### config.mk
export PLATFORM = sky130hd
export DESIGN_NAME = ipsxe_floating_point_horner_sched_v1_0_flat
export DESIGN_NICKNAME = d
export VERILOG_FILES = /design/src/rtl/ipsxe_floating_point_horner_sched_v1_0_pkg.sv /design/src/rtl/ipsxe_floating_point_horner_sched_v1_0_if.sv /design/src/rtl/ipsxe_floating_point_horner_sched_v1_0.sv /design/src/flat_wrapper.sv
export SDC_FILE = /design/constraint.sdc
export NUM_CORES = 1
export LEC_CHECK = 0
export CAP_MARGIN = 20
export CORE_ASPECT_RATIO = 1.4
export CORE_UTILIZATION = 30
export CTS_CLUSTER_DIAMETER = 150
export CTS_CLUSTER_SIZE = 40
export DETAILED_ROUTE_END_ITERATION = 6
export SYNTH_ARGS = -nofsm -noshare
export SYNTH_HDL_FRONTEND = slang
export SYNTH_SLANG_ARGS = --single-unit
### constraint.sdc
create_clock -name i_clk -period 2.8 [get_ports i_clk]
set_input_delay 0.56 -clock i_clk [delete_from_list [all_inputs] [get_ports i_clk]]
set_output_delay 0.56 -clock i_clk [all_outputs]
set_load 0.02 [all_outputs]
### src/rtl/ipsxe_floating_point_horner_sched_v1_0_pkg.sv
// ipsxe_floating_point_horner_sched_v1_0_pkg: shared FSM encodings and latency formula for the Horner scheduler
package ipsxe_floating_point_horner_sched_v1_0_pkg;
  typedef enum logic [2:0] {IDLE, LOAD, ISSUE, WAIT, DONE} state_t;
  function automatic int latency(input int n_deg, input int mac_latency);
    return 2 + n_deg * (mac_latency + 1);
  endfunction
endpackage

### src/rtl/ipsxe_floating_point_horner_sched_v1_0_if.sv
// ipsxe_floating_point_horner_sched_v1_0_if: request, coefficient, MAC and result bundle of the Horner scheduler
interface ipsxe_floating_point_horner_sched_v1_0_if #(
  parameter int COEF_WIDTH = 24,
  parameter int Z_WIDTH = 10,
  parameter int N_DEG = 4
);
  localparam int AW = $clog2(N_DEG + 1);
  logic i_valid;
  logic o_ready;
  logic [Z_WIDTH-1:0] i_z;
  logic [AW-1:0] o_coef_addr;
  logic [COEF_WIDTH-1:0] i_coef;
  logic [COEF_WIDTH-1:0] o_mac_x;
  logic [Z_WIDTH-1:0] o_mac_y;
  logic [COEF_WIDTH-1:0] o_mac_z;
  logic [COEF_WIDTH-1:0] i_mac_p;
  logic o_valid;
  logic i_ready;
  logic [COEF_WIDTH-1:0] o_result;
  logic o_busy;
  modport slave (
    input i_valid, i_z, i_coef, i_mac_p, i_ready,
    output o_ready, o_coef_addr, o_mac_x, o_mac_y, o_mac_z, o_valid, o_result, o_busy
  );
  modport master (
    output i_valid, i_z, i_coef, i_mac_p, i_ready,
    input o_ready, o_coef_addr, o_mac_x, o_mac_y, o_mac_z, o_valid, o_result, o_busy
  );
endinterface

### src/rtl/ipsxe_floating_point_horner_sched_v1_0.sv
// ipsxe_floating_point_horner_sched_v1_0: Horner-rule polynomial controller time-sharing one external multiply-add unit
module ipsxe_floating_point_horner_sched_v1_0
  import ipsxe_floating_point_horner_sched_v1_0_pkg::*;
#(
  parameter int COEF_WIDTH = 24,
  parameter int Z_WIDTH = 10,
  parameter int N_DEG = 4,
  parameter int MAC_LATENCY = 1
) (
  input logic i_clk,
  input logic i_rst,
  ipsxe_floating_point_horner_sched_v1_0_if.slave bus
);
  localparam int AW = $clog2(N_DEG + 1);
  state_t state, state_n;
  logic [Z_WIDTH-1:0] z_q;
  logic [COEF_WIDTH-1:0] acc, result;
  logic [AW-1:0] addr, k;
  logic [1:0] cnt;
  logic cap;
  assign cap = (state == ISSUE && MAC_LATENCY == 0) || (state == WAIT && cnt == 2'd1);
  assign bus.o_ready = state == IDLE;
  assign bus.o_busy = state != IDLE;
  assign bus.o_valid = state == DONE;
  assign bus.o_coef_addr = addr;
  assign bus.o_mac_x = acc;
  assign bus.o_mac_y = z_q;
  assign bus.o_mac_z = bus.i_coef;
  assign bus.o_result = result;
  // next-state: a step ends at the capture edge, the last step moves on to DONE
  always_comb begin
    state_n = state;
    unique case (state)
      IDLE: state_n = bus.i_valid ? LOAD : IDLE;
      LOAD: state_n = ISSUE;
      ISSUE, WAIT: state_n = cap ? (k == '0 ? DONE : ISSUE) : WAIT;
      DONE: state_n = bus.i_ready ? IDLE : DONE;
      default: state_n = IDLE;
    endcase
  end
  // datapath registers; the capture update is last so it wins over the per-state loads
  always_ff @(posedge i_clk) begin
    if (i_rst) begin
      state <= IDLE;
      z_q <= '0;
      acc <= '0;
      result <= '0;
      addr <= '0;
      k <= '0;
      cnt <= '0;
    end else begin
      state <= state_n;
      unique case (state)
        IDLE: if (bus.i_valid) begin
          z_q <= bus.i_z;
          addr <= AW'(N_DEG);
        end
        LOAD: begin
          acc <= bus.i_coef;
          addr <= AW'(N_DEG - 1);
          k <= AW'(N_DEG - 1);
        end
        ISSUE: cnt <= 2'(MAC_LATENCY);
        WAIT: cnt <= cnt - 2'd1;
        default: ;
      endcase
      if (cap) begin
        acc <= bus.i_mac_p;
        if (k == '0) result <= bus.i_mac_p;
        else begin
          k <= k - 1'b1;
          addr <= addr - 1'b1;
        end
      end
    end
  end
endmodule

### src/flat_wrapper.sv
// flat-port wrapper written by rule: the top's interface ports become plain ports
module ipsxe_floating_point_horner_sched_v1_0_flat import ipsxe_floating_point_horner_sched_v1_0_pkg::*;
#(
  parameter int COEF_WIDTH = 24,
  parameter int Z_WIDTH = 10,
  parameter int N_DEG = 4,
  parameter int MAC_LATENCY = 1
)
  (i_clk, i_rst, bus_i_valid, bus_i_z, bus_i_coef, bus_i_mac_p, bus_i_ready, bus_o_ready, bus_o_coef_addr, bus_o_mac_x, bus_o_mac_y, bus_o_mac_z, bus_o_valid, bus_o_result, bus_o_busy);
  ipsxe_floating_point_horner_sched_v1_0_if #(.COEF_WIDTH(COEF_WIDTH), .Z_WIDTH(Z_WIDTH), .N_DEG(N_DEG)) bus_i ();
  input logic i_clk;
  input logic i_rst;
  input wire logic [$bits(bus_i.i_valid)-1:0] bus_i_valid;
  input wire logic [$bits(bus_i.i_z)-1:0] bus_i_z;
  input wire logic [$bits(bus_i.i_coef)-1:0] bus_i_coef;
  input wire logic [$bits(bus_i.i_mac_p)-1:0] bus_i_mac_p;
  input wire logic [$bits(bus_i.i_ready)-1:0] bus_i_ready;
  output wire logic [$bits(bus_i.o_ready)-1:0] bus_o_ready;
  output wire logic [$bits(bus_i.o_coef_addr)-1:0] bus_o_coef_addr;
  output wire logic [$bits(bus_i.o_mac_x)-1:0] bus_o_mac_x;
  output wire logic [$bits(bus_i.o_mac_y)-1:0] bus_o_mac_y;
  output wire logic [$bits(bus_i.o_mac_z)-1:0] bus_o_mac_z;
  output wire logic [$bits(bus_i.o_valid)-1:0] bus_o_valid;
  output wire logic [$bits(bus_i.o_result)-1:0] bus_o_result;
  output wire logic [$bits(bus_i.o_busy)-1:0] bus_o_busy;
  assign bus_i.i_valid = bus_i_valid;
  assign bus_i.i_z = bus_i_z;
  assign bus_i.i_coef = bus_i_coef;
  assign bus_i.i_mac_p = bus_i_mac_p;
  assign bus_i.i_ready = bus_i_ready;
  assign bus_o_ready = bus_i.o_ready;
  assign bus_o_coef_addr = bus_i.o_coef_addr;
  assign bus_o_mac_x = bus_i.o_mac_x;
  assign bus_o_mac_y = bus_i.o_mac_y;
  assign bus_o_mac_z = bus_i.o_mac_z;
  assign bus_o_valid = bus_i.o_valid;
  assign bus_o_result = bus_i.o_result;
  assign bus_o_busy = bus_i.o_busy;
  ipsxe_floating_point_horner_sched_v1_0 #(.COEF_WIDTH(COEF_WIDTH), .Z_WIDTH(Z_WIDTH), .N_DEG(N_DEG), .MAC_LATENCY(MAC_LATENCY)) u_core (.i_clk(i_clk), .i_rst(i_rst), .bus(bus_i));
endmodule
# Word level (Yosys, flattened, before mapping)
# Index checks and enable logic that the tools add are counted.
[word_totals]
latch_bits = 0
output_inout_bits = 88
inputBits = 62
mem_bits_ro = 0
ff_bits = 69
n_memories = 0
ram_bits = 0
elab_cells = 39
[op_classes]
reduce_logical = 9
multipliers = 0
add_sub_neg = 3
n_mux = 15
magnitude_cmp = 0
div_mod_pow = 0
n_bitwise = 0
shifts = 0
n_eq_ne = 5
[ops]
columns = ["cell", "count"]
rows = [
  ["24-bit 2-to-1 mux", 2],
  ["3-bit 2-to-1 mux", 9],
  ["3-bit one-hot mux with 4 select lines", 1],
  ["3-bit by 2-bit equality test with 1-bit output, second input constant", 2],
  ["3-bit logical NOT", 2],
  ["3-bit one-hot mux with 2 select lines", 1],
  ["3-bit by 1-bit subtractor with 3-bit output, second input constant", 2],
  ["2-bit one-hot mux with 2 select lines", 1],
  ["2-bit AND reduction", 2],
  ["2-bit nonzero test", 2],
  ["3-bit by 1-bit equality test with 1-bit output, second input constant", 1],
  ["3-bit equality test, second input constant", 1],
  ["3-bit nonzero test", 1],
  ["2-bit by 1-bit equality test with 1-bit output, second input constant", 1],
  ["2-bit OR reduction", 1],
  ["2-bit by 1-bit subtractor with 2-bit output, second input constant", 1],
  ["1-bit logical AND", 1],
  ["1-bit 2-to-1 mux", 1],
]

# Logic depth before layout (Yosys ltp)
[depth]
ltp_word = 4
mapped_depth = 7
depth_no_buf = 5

# Worst setup path before layout
# Ideal clock, no wire load.
[synth_path]
path_type = "flip-flop to output port"
startpoint = "reg u_core.state[2]"
endpoint = "out bus_o_valid"
path_buffers = 1
path_slack_ns = 1.244
path_stages_with_launch = 4
arrival_ns = 0.996
t_required_ns = 2.240
path_cell_list = "dfxtp_1 > buf_2 > inv_1 > nor3_1"
[synth_between]
elab_chain_cells = 1
[synth_lines]
columns = ["element", "line_no", "rtl"]
rows = [
  ["start: declaration", "ipsxe_floating_point_horner_sched_v1_0.sv:15", "state_t state, state_n;"],
  ["start signal: assignment", "ipsxe_floating_point_horner_sched_v1_0.sv:52", "state <= state_n;"],
  ["3-bit equality test", "ipsxe_floating_point_horner_sched_v1_0.sv:24", "assign bus.o_valid = state == DONE;"],
  ["end: declaration", "flat_wrapper.sv:23", "output wire logic [$bits(bus_i.o_valid)-1:0] bus_o_valid;"],
]
# Every way passes these cells.

# Worst setup path in the final report
# Ends and elaborated chain as after synthesis.

==> impl_metrics.csv <==
group,metric,value,unit
routing,routedWlPerCell,15.9,µm
hold_path,min_path_type,"flip-flop to flip-flop",
flow_run,drv_cap,0,
worst_setup_path,crit_required,2.24,ns
pwr,p_total,0.00271,W
worst_setup_path,worst-path-buf-inv,2,
timing,rsz0062_at_grt,"no",
clock_tree,insertion_delay,0.33,ns
floorplan,die_h,121,µm
finish,drive_gt1_share,6.79,%
worst_setup_path,start_kind,"flip-flop",
routing,dr.pass1.iters,6,
clock_tree,cts_htree_levels,3,
logic_synthesis,yosys-top-cells-area,"dfxtp_1, a21oi_1, o21ai_0",
finish,fillCellCount,955,
timing,finalMaxSlewViolations,0,
worst_setup_path,cp_max_fo,11,
worst_setup_path,crit_chain,"inv_1, nor3_1, clkdlybuf4s50_1",
clock_tree,clockRootBuffer,"clkbuf_16",
logic_synthesis,synth_top_area_share,45.6,%
finish,area_growth,56.7,%
clock_tree,cts_resized,0,
timing,tightestPinTransition,0.720,ns
worst_setup_path,critical-path-max-stage-delay,0.63,ns
finish,nets,533,
worst_setup_path,critPathTopFamily,"buffers and inverters",
logic_synthesis,yosys_warnings,0,
routing,via_count,3012,
clock_tree,hold_buffers,0,
logic_synthesis,synth-edff-count,0,
place,hpwl,6530,µm
floorplan,pin_count,150,
floorplan,coreArea,0.00985,mm²
timing,hold_violations,0,
logic_synthesis,netlist_instances,356,
logic_synthesis,ys.flop_type,"dfxtp_1",
grt,grt_max_degree,38,
worst_setup_path,endpoint_kind,"primary output",
pwr,leakage,1.62,nW
pwr,ir_drop,0.331,mV
grt,overflow,0,
timing,fin_setup_tns,0,ns
timing,fmax,0.420,GHz
finish,n_antenna_cell,0,
routing,route.detailed.drc,0,
routing,drt_iter0_markers,106,
logic_synthesis,synth-seq-cells,69,
grt,grt_pass1_vias,2828,
routing,via_per_inst,4.97,
worst_setup_path,crit_arrival,1.82,ns
grt,grt_pass1_wl,14700,µm
status,outcome,"finished clean",
logic_synthesis,synth-seq-area-share,45.6,%
place,port_buffers,149,
pwr,powerDensity,571,mW/mm²
place,gp_congestion,0.691,
clock_tree,numCtsBuffers,9,
logic_synthesis,post-synth-top-count-cell,"dfxtp_1",
finish,multi_input_area,0.00129,mm²
finish,seq_area,0.00138,mm²
routing,ant_nets,0,
logic_synthesis,avgSynthCellArea,8.51,µm²
logic_synthesis,syn-cell-area,0.00303,mm²
timing,setup_viol,0,
routing,wirelength,9660,µm
worst_setup_path,cp_slowest_cell,"clkdlybuf4s50_1",
grt,grt_antenna_before_repair,0,
timing,max_slew_margin,51.8,%
logic_synthesis,synthArstFlopShare,0,%
logic_synthesis,synth_area_leader_cell,"dfxtp_1",
logic_synthesis,synth_common_cells,"dfxtp_1, a21oi_1, o21ai_0, buf_4, nand3_1",
timing,period_needed,2.38,ns
timing,skew,0.00584,ns
floorplan,num_rows,43,
clock_tree,path_clk_slew,0.05,ns
clock_tree,cts_num_sinks,69,
floorplan,start_util,30.8,%
worst_setup_path,worst-setup-path-type,"flip-flop to primary output",
grt,grt.total_usage,18.3,%
timing,period_share,85.1,%
floorplan,die_x,86.9,µm
clock_tree,cts.path.max_buffers,2,
timing,hold-worst-slack,0.452,ns
logic_synthesis,synth_nets,422,
floorplan,die_area,0.0105,mm²
logic_synthesis,synth_cell_types,33,
clock_tree,cts_tree,"built",
clock_tree,cts_setup_buffers,0,
where the power goes:
part | switching, W | total (W) | internal (W)
sequential | 0.0000336 | 0.00106 | 0.00103
clock | 0.000390 | 0.00111 | 0.000716
combinational | 0.000285 | 0.000538 | 0.000253
cell type report:
type	instances	share of cell area, %
well taps	135	3.56
multi-input cells	222	27.2
clock buffers	15	6.28
inverters	7	0.554
repair buffers	158	33.3
flip-flops and latches	69	29.1
placed cells by master (no fill, tap or decap), types with 2 or more instances in the layout:
cell             netlist  layout
a211oi_1               6       6
a21oi_1               60      60
a221oi_2               2       2
a22oi_1               24      24
buf_12                 0       2
buf_4                 27       7
clkbuf_16              0       9
clkbuf_8               0       5
clkdlybuf4s50_1        0     148
dfxtp_1               69      69
ha_1                   4       4
inv_1                  7       7
nand2_1               24      24
nand2b_1               3       3
nand3_1               25      25
nor2_1                 3       3
nor2b_1                3       2
nor3_1                 3       3
o21ai_0               50      50
metrics by stage:
stage | worst slack, ns | cell area (µm²) | cells | utilization [%]
floorplan | 1.24 | 3030 | 356 | -
global placement | 0.482 | 4450 | 591 | 45.2
detailed placement | 0.502 | 4450 | 591 | 45.2
CTS | 0.380 | 4740 | 606 | 48.2
global route | 0.317 | 4740 | 606 | 48.2
finish | 0.417 | 4740 | 606 | 48.2
worst register-to-register path, delay by kind of cell, from the launching register on:
family | cells | cell delay, ns
buf+inv | 1 | 0.28
simple gates | 1 | 0.72
flops | 1 | 0.60
compound gates | 2 | 0.33
flip-flops by register name, summed over array words and instances (netlist names):
name                    count
u_core.k                    3
u_core.state                3
u_core.bus.o_mac_x         24
u_core.cnt                  2
u_core.bus.o_coef_addr      3
u_core.bus.o_mac_y         10
u_core.bus.o_result        24
layer usage:
layer | part of all wire, % | track usage (%) | vias to the layer above
met3 | 6.6 | 4.42 | 10
li1 | - | - | 1477
met2 | 50 | 31.4 | 108
met5 | 0 | 0 | -
met1 | 42 | 21.4 | 1417
met4 | 1.7 | 7.81 | 0
cells by family after synthesis:
group | share of synthesized area [%]
and+or+nand+nor | 12.5
AOI/OAI and AO/OA | 27.6
DFF | 45.6
muxes | 0.331
buffers and inverters | 12.3
adders and majority gates | 1.65
path summary, 6_finish.rpt:
| kind | slack (ns) | startpoint | cells past startpoint | endpoint |
|---|---|---|---|---|
| worst max-delay path | 0.42 | u_core.state[2]$_SDFF_PP0_ | 3 | bus_o_valid |
| worst min-delay path | 0.45 | u_core.bus.o_mac_y[5]$_SDFFE_PP0P_ | 2 | u_core.bus.o_mac_y[5]$_SDFFE_PP0P_ |
| worst min register to register | 0.45 | u_core.bus.o_mac_y[5]$_SDFFE_PP0P_ | 2 | u_core.bus.o_mac_y[5]$_SDFFE_PP0P_ |
| worst max register to register | 0.79 | u_core.state[0]$_SDFF_PP0_ | 4 | u_core.k[0]$_SDFF_PP0_ |
(Power assumes the default switching activity.)
